$ cat src/rtl/pixel_sink.sv
// ============================================================================
//  Module   : pixel_sink
//  Purpose  : Clips drawer pixels to the screen, queues them in a FIFO and
//             writes them to the framebuffer; also floods the screen on clear.
//  Revision : 1.0 - initial release
// ============================================================================
`default_nettype none

module pixel_sink #(
    parameter int SCREEN_W   = 320,
    parameter int SCREEN_H   = 240,
    parameter int FIFO_DEPTH = 16,
    parameter int ADDR_W     = 17
) (
    input  logic                          clock,
    input  logic                          resetn,
    input  logic [8:0]                    pix_x,
    input  logic [7:0]                    pix_y,
    input  logic [11:0]                   pix_color,
    input  logic                          pix_we,
    input  logic                          clear_req,
    input  logic [11:0]                   clear_color,
    output logic [ADDR_W-1:0]             fb_addr,
    output logic [11:0]                   fb_data,
    output logic                          fb_we,
    output logic                          clear_busy,
    output logic                          clear_done,
    output logic                          clipped,
    output logic                          overflow,
    output logic [$clog2(FIFO_DEPTH):0]   fifo_level
);

    localparam int c_PTR_W   = $clog2(FIFO_DEPTH);
    localparam int c_LVL_W   = c_PTR_W + 1;
    localparam int c_ENTRY_W = 9 + 8 + 12;

    localparam logic [8:0]        c_W_LIM = 9'(SCREEN_W);
    localparam logic [7:0]        c_H_LIM = 8'(SCREEN_H);
    localparam logic [ADDR_W-1:0] c_LAST  = ADDR_W'(SCREEN_W * SCREEN_H - 1);
    localparam logic [c_LVL_W-1:0] c_FULL = c_LVL_W'(FIFO_DEPTH);

    typedef enum logic [0:0] {
        S_IDLE  = 1'b0,
        S_CLEAR = 1'b1
    } state_t;

    state_t                 r_state;
    logic [ADDR_W-1:0]      r_cnt;
    logic [11:0]            r_clear_color;
    logic [c_ENTRY_W-1:0]   r_mem [FIFO_DEPTH];
    logic [c_PTR_W-1:0]     r_wr_ptr;
    logic [c_PTR_W-1:0]     r_rd_ptr;
    logic [c_LVL_W-1:0]     r_level;

    logic                   w_in_range;
    logic                   w_push_req;
    logic                   w_full;
    logic                   w_pop;
    logic                   w_push_ok;
    logic                   w_drop;
    logic                   w_clear_accept;
    logic [c_ENTRY_W-1:0]   w_head;
    logic [ADDR_W-1:0]      w_head_x;
    logic [ADDR_W-1:0]      w_head_y;
    logic [ADDR_W-1:0]      w_pix_addr;

    assign w_in_range     = (pix_x < c_W_LIM) && (pix_y < c_H_LIM);
    assign w_push_req     = pix_we && w_in_range;
    assign w_full         = (r_level == c_FULL);
    assign w_clear_accept = (r_state == S_IDLE) && clear_req;
    // A clear request wins over the drain, so the head stays put that cycle.
    assign w_pop          = (r_state == S_IDLE) && !clear_req && (r_level != '0);
    assign w_push_ok      = w_push_req && (!w_full || w_pop);
    assign w_drop         = w_push_req && w_full && !w_pop;

    assign w_head   = r_mem[r_rd_ptr];
    assign w_head_x = ADDR_W'(w_head[28:20]);
    assign w_head_y = ADDR_W'(w_head[19:12]);

    generate
        if (SCREEN_W == 320) begin : g_addr_shift
            assign w_pix_addr = (w_head_y << 8) + (w_head_y << 6) + w_head_x;
        end else begin : g_addr_mul
            assign w_pix_addr = w_head_y * ADDR_W'(SCREEN_W) + w_head_x;
        end
    endgenerate

    assign fifo_level = r_level;

    // Storage needs no reset; occupancy is tracked by the pointers and level.
    always_ff @(posedge clock) begin
        if (w_push_ok) begin
            r_mem[r_wr_ptr] <= {pix_x, pix_y, pix_color};
        end
    end

    always_ff @(posedge clock or negedge resetn) begin
        if (!resetn) begin
            r_state       <= S_IDLE;
            r_cnt         <= '0;
            r_clear_color <= '0;
            r_wr_ptr      <= '0;
            r_rd_ptr      <= '0;
            r_level       <= '0;
            fb_addr       <= '0;
            fb_data       <= '0;
            fb_we         <= 1'b0;
            clear_busy    <= 1'b0;
            clear_done    <= 1'b0;
            clipped       <= 1'b0;
            overflow      <= 1'b0;
        end else begin
            clipped    <= pix_we && !w_in_range;
            clear_done <= 1'b0;
            fb_we      <= 1'b0;
            overflow   <= (overflow && !w_clear_accept) || w_drop;

            unique case (r_state)
                S_IDLE: begin
                    if (clear_req) begin
                        r_state       <= S_CLEAR;
                        r_clear_color <= clear_color;
                        r_cnt         <= '0;
                        clear_busy    <= 1'b1;
                    end else if (r_level != '0) begin
                        fb_we   <= 1'b1;
                        fb_addr <= w_pix_addr;
                        fb_data <= w_head[11:0];
                    end
                end
                S_CLEAR: begin
                    fb_we   <= 1'b1;
                    fb_addr <= r_cnt;
                    fb_data <= r_clear_color;
                    if (r_cnt == c_LAST) begin
                        r_state    <= S_IDLE;
                        clear_busy <= 1'b0;
                        clear_done <= 1'b1;
                    end else begin
                        r_cnt <= r_cnt + ADDR_W'(1);
                    end
                end
                default: r_state <= S_IDLE;
            endcase

            if (w_push_ok) r_wr_ptr <= r_wr_ptr + c_PTR_W'(1);
            if (w_pop)     r_rd_ptr <= r_rd_ptr + c_PTR_W'(1);

            unique case ({w_push_ok, w_pop})
                2'b10:   r_level <= r_level + c_LVL_W'(1);
                2'b01:   r_level <= r_level - c_LVL_W'(1);
                default: ;
            endcase
        end
    end

endmodule

`default_nettype wire
$ cat config.mk
export PLATFORM = sky130hd
export DESIGN_NAME = pixel_sink
export DESIGN_NICKNAME = d
export VERILOG_FILES = /design/src/rtl/pixel_sink.sv
export SDC_FILE = /design/constraint.sdc
export NUM_CORES = 1
export LEC_CHECK = 0
export BUFFER_PORTS_ARGS = -buffer_cell sky130_fd_sc_hd__buf_2
export CAP_MARGIN = 20
export CORE_MARGIN = 3
export CORE_UTILIZATION = 50
export DETAILED_ROUTE_END_ITERATION = 12
export MAX_ROUTING_LAYER = met4
export PLACE_DENSITY = 0.65
export SETUP_SLACK_MARGIN = 0.15
export SLEW_MARGIN = 15
export SYNTH_ARGS = -nofsm -noshare
export SYNTH_HDL_FRONTEND = slang
export SYNTH_SLANG_ARGS = --single-unit
$ cat constraint.sdc
create_clock -name clock -period 3.8 [get_ports clock]
set_clock_uncertainty 0.05 [all_clocks]
set_input_delay 0.38 -clock clock [delete_from_list [all_inputs] [get_ports clock]]
set_output_delay 0.38 -clock clock [all_outputs]
set_load 0.02 [all_outputs]
# Word level (Yosys, flattened, before mapping)

Memories as Yosys holds them, arrays and structs flattened.
Index checks and enable logic that the tools add are counted.

Magnitude comparators: 2
Bitwise operators: 1
Eq/ne operators: 9
Reductions and logical operators: 23
Multiplexer cells: 23
Add/subtract/negate cells: 7

Operators by type and width:

| cell                                               | count |
|---|---|
| two-way mux 17 bit                                 | 4 |
| case mux 17 bit (2 select lines)                   | 2 |
| two-way mux 12 bit                                 | 2 |
| case mux 12 bit (2 select lines)                   | 1 |
| adder 16 x 14 -> 17 bit                            | 1 |
| adder 17 x 1 -> 17 bit (second input constant)     | 1 |
| adder 17 x 9 -> 17 bit                             | 1 |
| == test 17 bit (second input constant)             | 1 |
| logical AND 1 bit                                  | 10 |
| two-way mux 1 bit                                  | 10 |
| case mux 5 bit (2 select lines)                    | 1 |
| less-than comparator 9 bit (second input constant) | 1 |
| adder 4 x 1 -> 4 bit (second input constant)       | 2 |
| less-than comparator 8 bit (second input constant) | 1 |
| AND reduction 2 bit                                | 4 |
| != test 2 bit (second input constant)              | 3 |
| case mux 1 bit (2 select lines)                    | 3 |
| adder 5 x 1 -> 5 bit (second input constant)       | 1 |
| == test 5 bit (second input constant)              | 1 |
| logical NOT 1 bit                                  | 5 |
| nonzero test 5 bit                                 | 1 |
| subtractor 5 x 1 -> 5 bit (second input constant)  | 1 |
| != test 2 x 1 -> 1 bit (second input constant)     | 2 |
| == test 2 x 1 -> 1 bit (second input constant)     | 1 |
| 4 further kinds                                    | 5 |

Memories kept: 1
Memory bits (writable): 464
Register bits: 77
Input port bits: 45

Memory list:

| name  | depth | width | read ports | clocked after memory_dff | write ports | RTL line | RTL |
|---|---|---|---|---|---|---|---|
| r_mem | 16    | 29    | 1          | 0                        | 1           | 50       | `logic [c_ENTRY_W-1:0] r_mem [FIFO_DEPTH];` |

# Longest topological paths before layout

Gate-level depths: netlist of the first run.

Word-level depth: 7
Gate-level depth with buffers: 14
Mapped depth without buffers: 11

# Least setup slack after synthesis of the first run

No wires, ideal clock.

Path kind: reg2reg
Start: register r_rd_ptr[0]
End: register fb_addr[13]
Data required time: 3.685 ns
Path buffers: 4
Setup time: 0.065 ns
Period minus slack after synthesis: 3.710 ns
Stages on the path, launching flop included: 15
Arrival: 3.595 ns
Slack: 0.090 ns
Path through: dfrtp_1 buf_6 buf_8 buf_8 buf_6 mux4_2 mux4_2 ha_1 ha_1 fa_1 a21oi_1 o221ai_1 xnor2_1 o21ai_0 o21a_1

Cells in the longest elaborated chain, start to end: 6

Ends and longest elaborated chain:

| what                               | RTL line | RTL |
|---|---|---|
| start, declared                    | 52       | `logic [c_PTR_W-1:0] r_rd_ptr;` |
| start signal, assigned             | 147      | `if (w_pop) r_rd_ptr <= r_rd_ptr + c_PTR_W'(1);` |
| memory read (16 x 29 bit) *        | -        |  |
| adder 16 x 14 -> 17 bit            | 82       | `assign w_pix_addr = (w_head_y << 8) + (w_head_y << 6) + w_head_x;` |
| adder 17 x 9 -> 17 bit *           | 82       |  |
| two-way mux 17 bit *               | 125      | `end else if (r_level != '0) begin` |
| two-way mux 17 bit *               | 120      | `if (clear_req) begin` |
| case mux 17 bit (2 select lines) * | 118      | `unique case (r_state)` |
| end signal, assigned               | 127      | `fb_addr <= w_pix_addr;` |
| end signal, assigned               | 133      | `fb_addr <= r_cnt;` |
| end, declared                      | 23       | `output logic [ADDR_W-1:0] fb_addr,` |

Mark *: on every way between the ends. The rest lies on a longest branch, timed or not. The select of a mux whose other input is x is not followed.
A chain may end at the register's enable or synchronous reset.

# Worst setup path after layout of the first run

Start: register r_rd_ptr[0]
End: register fb_addr[15]

Same word-level chain as after synthesis.

==> impl_results.md, run 1 <==
* Outcome: completed
* Critical path class: flop to flop
* Syn nets at between 1000 and 1500
* First-pass GRT wire length at between 70000 and 80000 um
* Slew @ Worst Pin at between 0.9 and 1 ns
* Clock buffer depth at 3
* Pin count of the biggest net entering global routing at 64
* Worst Path Arrival at ~4.1 ns
* Tightest Hold Check Type: primary input to flop
* NumNets Final at between 1000 and 1500
* Fillers at ~3100
* Skew-Pair Late Insertion Delay at approximately 0.61 ns
* Initial DRC count at ~1000
* Startpoint Class: flop
* Clock sink total at 541
* DRT antenna net count at 0
* Hpwl dp at between 20000 and 30000 um
* Die area at approximately 46000 um^2
* Hold Crit Depth at 1
* Final Setup Violations at 0
* Row count at between 70 and 80
* Multi-input logic area at approximately 5600 um^2
* Final Slew Violations at 0
* Worst-path maximum fanout at 7
* CP cell instances: clkbuf_16, mux4_2, mux4_2, inv_2, fa_1, inv_2, buf_4, fa_2, a21oi_4, o221ai_1, a21oi_1, or3_1, nand3_1
* Avg Inst Size Synth at between 15 and 20 um^2
* Placement Setup Slack at roughly 0.12 ns
* Core area at ~42000 um^2
* Post-route setup TNS at 0 ns
* Share of layout cells above drive strength 1 at 0.316
* Slowest CP cell: dfrtp_4
* Total track usage at 0.219
* Residual DRC at 0
* DRT Pass-1 Iters at 5
* Commonest non-fill, non-tap cell in the layout: edfxtp_1
* Yosys reg bits at 541
* PwrDens at slightly below 800 nW/um^2
* Top_reg_cell synth: edfxtp_1
* H-tree depth at 2
* Final Hold Fails at 0
* Max cap viols at 0
* DIE WIDTH at roughly 210 um
* Worst setup EP type: flop
* Leak Pwr at just under 9 nW
* Register area share after synthesis at 0.732
* Vias in the first global route at between 10000 and 15000
* Post-synth ARST share at 0.142
* Slew HR at 0.368
* Post-synth cell types at between 50 and 60
* Final WS setup at between 0.2 and 0.25 ns
* Final Critical Period at 3.57 ns
* IR drop worst, VDD at 748 uV
* Via count at between 10000 and 15000
* Most frequent cells in the layout: 464 x edfxtp_1, 145 x mux4_2, 87 x nand2_1
* Post-Synthesis Cells at about 1100
* CTS Root Cell: clkbuf_16
* I/O pin count at between 80 and 90
* Peak Freq at between 200 and 300 MHz
* Antenna violations before repair at 4
* Finished Core Util at 0.598
* RSZ-0062 raised after global routing: yes
* PortBufs at between 80 and 90
* Global route overflow at 0
* Initial Util at 0.511
* Routability congestion estimate at ~0.82
* Total Routed Length at 48400 um
* Die Y at 214 um
* Worst R2R Path Depth at 13
* Syn. warnings at 0
* Worst path max stage delay at between 0.5 and 0.6 ns
* Clock transition at the registers of the reported paths at ~0.070 ns
* Vias/cell at between 5 and 6
* Post-Syn Area at around 22000 um^2
* Number of synthesized flops with an enable pin at roughly 460
* Worst path required time at approximately 4.3 ns
* Register area at between 15000 and 20000 um^2
* Area Overhead vs Synth at 17.1%
* WL/cell at around 26 um
* CTS tree: yes
* CTS buffer count at 53
* Tcrit/Tclk final at 0.940
[final cells by class]
class                      count  share of cell area
inverter                      18             0.00266
antenna                        4            0.000395
multi-input combinational    476               0.219
timing repair buffer         156              0.0530
sequential                   541               0.626
clock buffer                  69              0.0575
tap                          577              0.0285
clock inverter                31              0.0131
[power by group]
| group | switching (mW) | leakage (nW) | internal, mW |
|---|---|---|---|
| registers | 0.409 | 5.14 | 7.04 |
| clock network | 2.20 | 0.880 | 3.18 |
| logic | 3.71 | 2.80 | 3.53 |
[critical path, delay by kind of cell, from the launching register on]
kind / cells / cell delay [ns]
simple gates: 2 / 0.38
mux: 2 / 0.98
buf+inv: 4 / 0.48
compound gates: 3 / 0.39
fa+ha+maj: 2 / 0.69
flops: 1 / 0.52
[final timing paths]
check	startpoint	to	slack (ns)
max	r_rd_ptr[0]$_DFFE_PN0N_	fb_addr[15]$_DFFE_PN0P_	0.23
min	pix_x[1]	r_mem[4][21]$_DFFE_PP_	0.10
max reg2reg	r_rd_ptr[0]$_DFFE_PN0N_	fb_addr[15]$_DFFE_PN0P_	0.23
min reg2reg	r_clear_color[8]$_DFFE_PN0P_	r_clear_color[8]$_DFFE_PN0P_	0.43
max in group asynchronous	resetn	fifo_level[4]$_DFFE_PN0P_	2.51
min in group asynchronous	resetn	r_clear_color[6]$_DFFE_PN0P_	0.37
[registers in the layout (all words and copies together) (netlist names)]
| signal | count |
|---|---|
| clear_busy | 1 |
| clear_done | 1 |
| clipped | 1 |
| fb_addr | 17 |
| fb_data | 12 |
| fb_we | 1 |
| fifo_level | 5 |
| overflow | 1 |
| r_clear_color | 12 |
| r_cnt | 17 |
| r_mem | 464 |
| r_rd_ptr | 4 |
| r_state | 1 |
| r_wr_ptr | 4 |
[layer usage]
metal,GRT usage,share of wire,wire (um),vias to the layer above
li1,-,-,-,4760
met1,0.305,0.43,21000,5744
met2,0.340,0.49,23500,328
met3,0.0383,0.058,2800,83
met4,0.0621,0.022,1090,0
met5,-,0,0,-
[stage by stage]
step | hold slack [ns] | instance area, um^2 | power (mW) | instances
global route | 0.0849 | 25400 | 21.1 | 1872
floorplan | 0.0344 | 21700 | 12.2 | 1084
detailed placement | 0.417 | 23100 | 14.2 | 1741
finish | 0.103 | 25400 | 20.1 | 1872
global placement | 0.411 | 23100 | 14.1 | 1741
CTS | 0.0658 | 25100 | 19.7 | 1857
[cell families (layout without fill, tap and decap cells)]
logic type,Yosys count,count (layout),share of synthesized area
DFF,541,541,0.732
muxes,186,186,0.170
and+or+nand+nor,160,160,0.0344
AOI/OAI and AO/OA,88,88,0.0254
buffers and inverters,67,274,0.0155
adders and majority gates,27,27,0.0166
xor gates and xnor gates,15,15,0.00606
other,0,4,0
[timing repair]
item	in CTS	in global routing
hold buffers	14	0
resized for setup	2	15
cloned	1	4
endpoints found under the hold margin	72	0
setup buffers	1	7
endpoints found under the setup margin	4	6
pin swaps	1	11
[synthesized netlist by cell type, types with 2 or more instances]
library cell	count	area [um^2]
a211oi_1	2	15.0
a21o_1	4	30.0
a21oi_1	15	75.1
a22o_1	4	35.0
a2bb2oi_1	3	26.3
and2_1	17	106
and3_1	6	37.5
buf_1	4	15.0
buf_2	13	65.1
buf_6	4	45.0
buf_8	3	45.0
clkbuf_1	24	90.1
dfrtp_1	77	1930
edfxtp_1	464	13900
fa_1	3	60.1
ha_1	24	300
inv_1	16	60.1
inv_2	2	7.51
mux2_1	7	78.8
mux2_2	2	22.5
mux2i_1	32	320
mux4_2	145	3270
nand2_1	87	327
nand3_1	11	55.1
nand4_1	5	31.3
nor2_1	12	45.0
nor3_1	6	30.0
nor3b_1	2	15.0
nor4_1	5	31.3
o211ai_1	5	37.5
o21a_1	5	37.5
o21ai_0	8	40.0
o21ai_1	29	145
o221ai_1	2	17.5
o31ai_1	4	30.0
or3_1	2	12.5
or4_1	2	15.0
xnor2_1	12	105
xor2_1	3	26.3
Power figures use the tool's default switching activity.
==> run 2: changes to the inputs <==
- CELL_PAD_IN_SITES_DETAIL_PLACEMENT: default -> 1
- CELL_PAD_IN_SITES_GLOBAL_PLACEMENT: default -> 1
- CORE_UTILIZATION: 50 -> 49
- PLACE_DENSITY: 0.65 -> 0.72
==> run 2 against run 1 <==
Effect of this change: wire length up 9.2%; fmax down 0.49%; die area up 2.0%; combinational power up 9.4%; register-to-register slack worse by 0.02 ns; global-route usage up 1.4 points; cell count up 0.75%; clock power up 7.1%; largest power group is now combinational cells.
==> impl_results.md, run 2 (same netlist as run 1, synthesis figures left out) <==
* Outcome: completed
* CTS Root Cell: clkbuf_16
* Routability congestion estimate at 0.808 (-1.7%)
* Slew HR at 0.382 (+0.0140)
* Finished Core Util at 0.590 (-0.00837)
* Worst Hold Path EP: r_mem[11][5]$_DFFE_PP_
* Peak Freq at 279 MHz (-0.49%)
* DRT antenna net count at 0 (unchanged)
* Final Slew Violations at 0 (unchanged)
* Slew @ Worst Pin at 0.927 ns (-0.0210 ns)
* Max cap viols at 0 (unchanged)
* Pin count of the biggest net entering global routing at 67 (+4.7%)
* Hpwl dp at 30200 um (+8.9%)
* PwrDens at 828 nW/um^2 (+4.6%)
* Vias in the first global route at 11700 (+4.6%)
* Final Setup Violations at 0 (unchanged)
* Vias/cell at 5.93 (+1.8%)
* Top reg by flops: r_mem
* Area Overhead vs Synth at 18.0%
* Die area at 46800 um^2 (+2.0%)
* Residual DRC at 0 (unchanged)
* Skew-Pair Late Insertion Delay at 0.59 ns (-0.02 ns)
* CTS buffer count at 54 (+1.9%)
* Clock sink total at 541 (unchanged)
* Tightest Hold Check Type: primary input to flop
* Final Non-Filler Cells at 1886 (+0.75%)
* DIE WIDTH at 216 um (+0.99%)
* Hold Path Origin: pix_color[5]
* Critical path class: flop to flop
* DP Area at 23100 um^2 (-0.11%)
* Worst path required time at 4.28 ns (about the same)
* Fillers at 3807 (+24%)
* Most frequent cells in the layout: 464 x edfxtp_1, 145 x mux4_2, 87 x nand2_1
* PortBufs at 83 (unchanged)
* WL/cell at 28.0 um (+8.4%)
* IR drop worst, VDD at 458 uV (-39%)
* NumNets Final at 1326 (+0.61%)
* Final Critical Period at 3.59 ns (+0.0175 ns)
* Largest registers: r_mem: 464 flops, fb_addr: 17 flops, r_cnt: 17 flops
* Clock buffer depth at 3 (unchanged)
* Post-Place Cells at 1751 (+0.57%)
* Reg-to-reg endpoint: fb_addr[11]$_DFFE_PN0P_
* Global route overflow at 0 (unchanged)
* Post-route cell area at 25600 um^2 (+0.80%)
* Multi-input logic area at 5620 um^2 (+1.1%)
* Largest register FFs at 464 (unchanged)
* Antenna violations before repair at 3 (-1)
* CTS tree: yes
* Hold Crit Depth at 1 (unchanged)
* R2R Setup Slk at 0.21 ns (-0.02 ns)
* Startpoint Class: flop
* RSZ-0062 raised after global routing: yes
* Initial Util at 0.500 (-0.0111)
* Commonest non-fill, non-tap cell in the layout: edfxtp_1
* Clock transition at the registers of the reported paths at 0.07 ns (about the same)
* Total track usage at 0.233 (+0.0139)
* H-tree depth at 2 (unchanged)
* Leak Pwr at 8.91 nW (+0.99%)
* Final WS setup at 0.210 ns (-0.0175 ns)
* Reg-to-Reg Start: r_rd_ptr[0]$_DFFE_PN0N_
* Via count at 11200 (+2.5%)
* Final Hold Fails at 0 (unchanged)
* Total Power at 21.2 mW (+5.5%)
* I/O pin count at 84 (unchanged)
* Initial DRC count at 1384 (+35%)
* Fin Hold WS at 0.115 ns (+0.0123 ns)
* Row count at 76 (+1.3%)
* Worst setup EP type: flop
* Worst-path maximum fanout at 13 (+6)
* Post-route setup TNS at 0 ns (unchanged)
* First-pass GRT wire length at 77800 um (+7.7%)
* Tcrit/Tclk final at 0.945 (+0.00462)
* Core area at 43400 um^2 (+2.2%)
* Placement Setup Slack at 0.0189 ns (-0.0975 ns)
* Worst Path Arrival at 4.07 ns (+0.02 ns)
* DRT Pass-1 Iters at 6 (+1)
* Register area at 15900 um^2 (about the same)
* Share of layout cells above drive strength 1 at 0.330 (+0.0137)
* Worst R2R Path Depth at 12 (-1)
* Die Y at 216 um (+0.99%)
* Total Routed Length at 52800 um (+9.2%)
run 2: power by group:
part           internal (mW)  total (mW)  switching, mW
Clock                   3.53        5.76           2.23
Sequential              7.04        7.48          0.440
Combinational           3.80        7.93           4.14
Total                   14.4        21.2           6.81
run 2: area by class of cell:
type,count,area share
antenna,3,0.000294
clock buffer,64,0.0563
clock inverter,36,0.0196
inverter,18,0.00264
multi-input combinational,476,0.220
sequential,541,0.621
tap,585,0.0286
timing repair buffer,163,0.0521
run 2: critical path, stage by stage (launching register included):
cell,delay (ns)
dfrtp_4,0.47
buf_12,0.18
mux4_2,0.52
mux4_2,0.50
buf_4,0.16
ha_1,0.23
ha_4,0.19
fa_2,0.42
a21oi_4,0.23
o21ai_0,0.13
xnor2_1,0.14
o211ai_1,0.17
o21a_1,0.14
run 2: per-layer routing:
layer / track usage / part of all wire
met1: 0.322 / 0.42
met3: 0.0338 / 0.057
met4: 0.0571 / 0.019
met2: 0.373 / 0.50
met5: - / 0
run 2: how the worst max path moves through the flow:
stage / start / to / slack, ns
finish: r_rd_ptr[0]$_DFFE_PN0N_ / fb_addr[11]$_DFFE_PN0P_ / 0.21
global route: r_rd_ptr[0]$_DFFE_PN0N_ / fb_addr[15]$_DFFE_PN0P_ / 0.08
CTS: r_rd_ptr[0]$_DFFE_PN0N_ / fb_addr[14]$_DFFE_PN0P_ / 0.15
detailed placement: r_rd_ptr[0]$_DFFE_PN0N_ / fb_addr[14]$_DFFE_PN0P_ / 0.02
global placement: r_rd_ptr[0]$_DFFE_PN0N_ / fb_addr[13]$_DFFE_PN0P_ / 0.09
floorplan: r_rd_ptr[0]$_DFFE_PN0N_ / fb_addr[13]$_DFFE_PN0P_ / 0.16
run 2: what timing repair did:
| item | 4_1_cts | 5_1_grt |
|---|---|---|
| hold endpoints to repair | 78 | 0 |
| gates cloned | 2 | 1 |
| hold buffers | 14 | 0 |
| pin swaps | 1 | 12 |
| setup endpoints to repair | 7 | 7 |
| gates resized for setup | 5 | 26 |
| setup buffers | 3 | 12 |
==> run 3: changes to the inputs <==
- BUFFER_PORTS_ARGS: -buffer_cell sky130_fd_sc_hd__buf_2 -> default
- CORE_UTILIZATION: 49 -> 50
- DONT_BUFFER_PORTS: default -> 1
- PLACE_DENSITY: 0.72 -> 0.71
- RECOVER_POWER: default -> 100
==> run 3 against run 2 <==
Effect of this change: the run now ends with capacitance limit, slew limit left; design area shrank 1.6%; register-to-register slack got worse by 0.09 ns; die area down 1.9%; fmax fell by 2.4%; non-clock buffer count fell by 48; sequential share of layout area increased by 1.0 points; highest routed layer unchanged.
==> impl_results.md, run 3 (same netlist as run 1, synthesis figures left out) <==
* Outcome: finished with violations
* Violated checks: capacitance limit, slew limit
* WL/cell at 29.2 um (+4.1%)
* Worst path required time at 4.20 ns (-0.08 ns)
* Final Slew Violations at 78 (+78)
* Largest registers: r_mem: 464 flops, fb_addr: 17 flops, r_cnt: 17 flops
* Initial DRC count at 1207 (-13%)
* Total track usage at 0.238 (+0.00519)
* Vias/cell at 6.09 (+2.6%)
* PwrDens at 827 nW/um^2 (-0.18%)
* Worst Path Arrival at 4.08 ns (about the same)
* Slew @ Worst Pin at 2.10 ns (+1.17 ns)
* Slew HR at -0.398 (-0.781)
* H-tree depth at 2 (unchanged)
* Tightest Hold Check Type: primary input to flop
* Buf/Inv on CP at 4 (+2)
* Fillers at 3618 (-5.0%)
* Worst path max stage delay at 0.52 ns (about the same)
* Clock buffer depth at 3 (unchanged)
* Crit-path leading delay family: multiplexers
* Routability congestion estimate at 0.818 (+1.3%)
* Share of layout cells above drive strength 1 at 0.258 (-0.0713)
* DIE WIDTH at 214 um (-0.98%)
* Vias in the first global route at 11700 (-0.34%)
* Final Setup Violations at 0 (unchanged)
* Total Power at 20.8 mW (-1.8%)
* CP cell instances: buf_12, buf_4, mux4_2, mux4_2, ha_1, ha_1, nand2_1, o21a_4, buf_4, buf_4, nand2_1, a2bb2oi_1, o21ai_1
* Top reg by flops: r_mem
* Skew-Pair Late Insertion Delay at 0.60 ns (about the same)
* Pin count of the biggest net entering global routing at 78 (+16%)
* DRT antenna net count at 0 (unchanged)
* Hpwl dp at 30500 um (+0.93%)
* Total Routed Length at 53400 um (+1.0%)
* Startpoint Class: flop
* Commonest non-fill, non-tap cell in the layout: edfxtp_1
* Core area at 42400 um^2 (-2.2%)
* Clock sink total at 541 (unchanged)
* CTS Root Cell: clkbuf_16
* Global route overflow at 0 (unchanged)
* CTS buffer count at 55 (+1.9%)
* Residual DRC at 0 (unchanged)
* PortBufs at 0 (-100%)
* Most frequent cells in the layout: 464 x edfxtp_1, 145 x mux4_2, 87 x nand2_1
* Max cap viols at 1 (+1)
* Initial Util at 0.511 (+0.0111)
* Peak Freq at 272 MHz (-2.4%)
* Largest register FFs at 464 (unchanged)
* Critical path class: flop to flop
* Area Overhead vs Synth at 16.1%
* IR drop worst, VDD at 668 uV (+46%)
* CTS tree: yes
* NumNets Final at 1279 (-3.5%)
* Die Y at 214 um (-0.98%)
* Die area at 45900 um^2 (-1.9%)
* RSZ-0062 raised after global routing: yes
* Crit-path most repeated cell: buf_4
* Final Hold Fails at 0 (unchanged)
* I/O pin count at 84 (unchanged)
* Worst setup EP type: flop
* Tcrit/Tclk final at 0.968 (+0.0237)
* Via count at 11100 (-0.44%)
* First-pass GRT wire length at 78700 um (+1.2%)
* DRT Pass-1 Iters at 7 (+1)
* Row count at 75 (-1.3%)
* Slowest CP cell: mux4_2
* Post-route setup TNS at 0 ns (unchanged)
* Antenna violations before repair at 3 (unchanged)
* Clock transition at the registers of the reported paths at 0.06 ns (about the same)
* Final Critical Period at 3.68 ns (+0.0901 ns)
* Worst-path maximum fanout at 6 (-7)
* Leak Pwr at 8.55 nW (-4.1%)
## run 3: what timing repair did
action | in CTS | in global routing
cloned | 1 | 1
setup buffers | 4 | 11
gates resized for setup | 5 | 38
endpoints found under the hold margin | 559 | 0
pin swaps | 3 | 20
hold buffers | 45 | 0
endpoints found under the setup margin | 5 | 7
## run 3: metrics by stage
stage | util | instance area (um^2) | worst slack [ns] | cells | hold WS (ns)
global placement | 0.534 | 22600 | 0.148 | 1661 | 0.0363
floorplan | - | 21700 | 0.164 | 1084 | 0.0344
global route | 0.593 | 25200 | 0.0139 | 1830 | 0.111
finish | 0.593 | 25200 | 0.120 | 1830 | 0.102
detailed placement | 0.534 | 22600 | 0.0811 | 1661 | 0.0363
CTS | 0.588 | 25000 | 0.127 | 1811 | 0.0736
## run 3: layer usage
| layer | GRT usage | routed length [um] | vias to the layer above |
|---|---|---|---|
| li1 | - | - | 4652 |
| met1 | 0.330 | 23000 | 6042 |
| met2 | 0.377 | 26300 | 368 |
| met3 | 0.0405 | 2950 | 79 |
| met4 | 0.0583 | 1200 | 0 |
| met5 | - | 0 | - |
## run 3: worst paths after layout
path / slack, ns / depth (start not counted) / startpoint / to
worst min register to register: 0.43 / 2 / r_clear_color[6]$_DFFE_PN0P_ / r_clear_color[6]$_DFFE_PN0P_
worst max-delay path: 0.12 / 13 / r_rd_ptr[0]$_DFFE_PN0N_ / fb_addr[10]$_DFFE_PN0P_
worst min-delay path: 0.10 / 2 / pix_x[6] / clipped$_DFF_PN0_
min in group asynchronous: 0.88 / 2 / resetn / r_clear_color[4]$_DFFE_PN0P_
worst max register to register: 0.12 / 13 / r_rd_ptr[0]$_DFFE_PN0N_ / fb_addr[10]$_DFFE_PN0P_
max in group asynchronous: 1.26 / 2 / resetn / r_rd_ptr[1]$_DFFE_PN0N_
## run 3: cell type report
| cell class | count | area (um^2) | share of cell area |
|---|---|---|---|
| antenna | 3 | 7.51 | 0.000298 |
| inverter | 18 | 67.6 | 0.00269 |
| clock inverter | 31 | 310 | 0.0123 |
| clock buffer | 69 | 1460 | 0.0580 |
| multi-input combinational | 476 | 5640 | 0.224 |
| tap | 577 | 722 | 0.0287 |
| timing repair buffer | 115 | 1080 | 0.0430 |
| sequential | 541 | 15900 | 0.631 |
## run 3: where the power goes
group | internal [mW] | switching, mW
Sequential | 7.05 | 0.607
Clock | 3.12 | 2.21
Combinational | 3.81 | 4.00
Total | 14.0 | 6.82
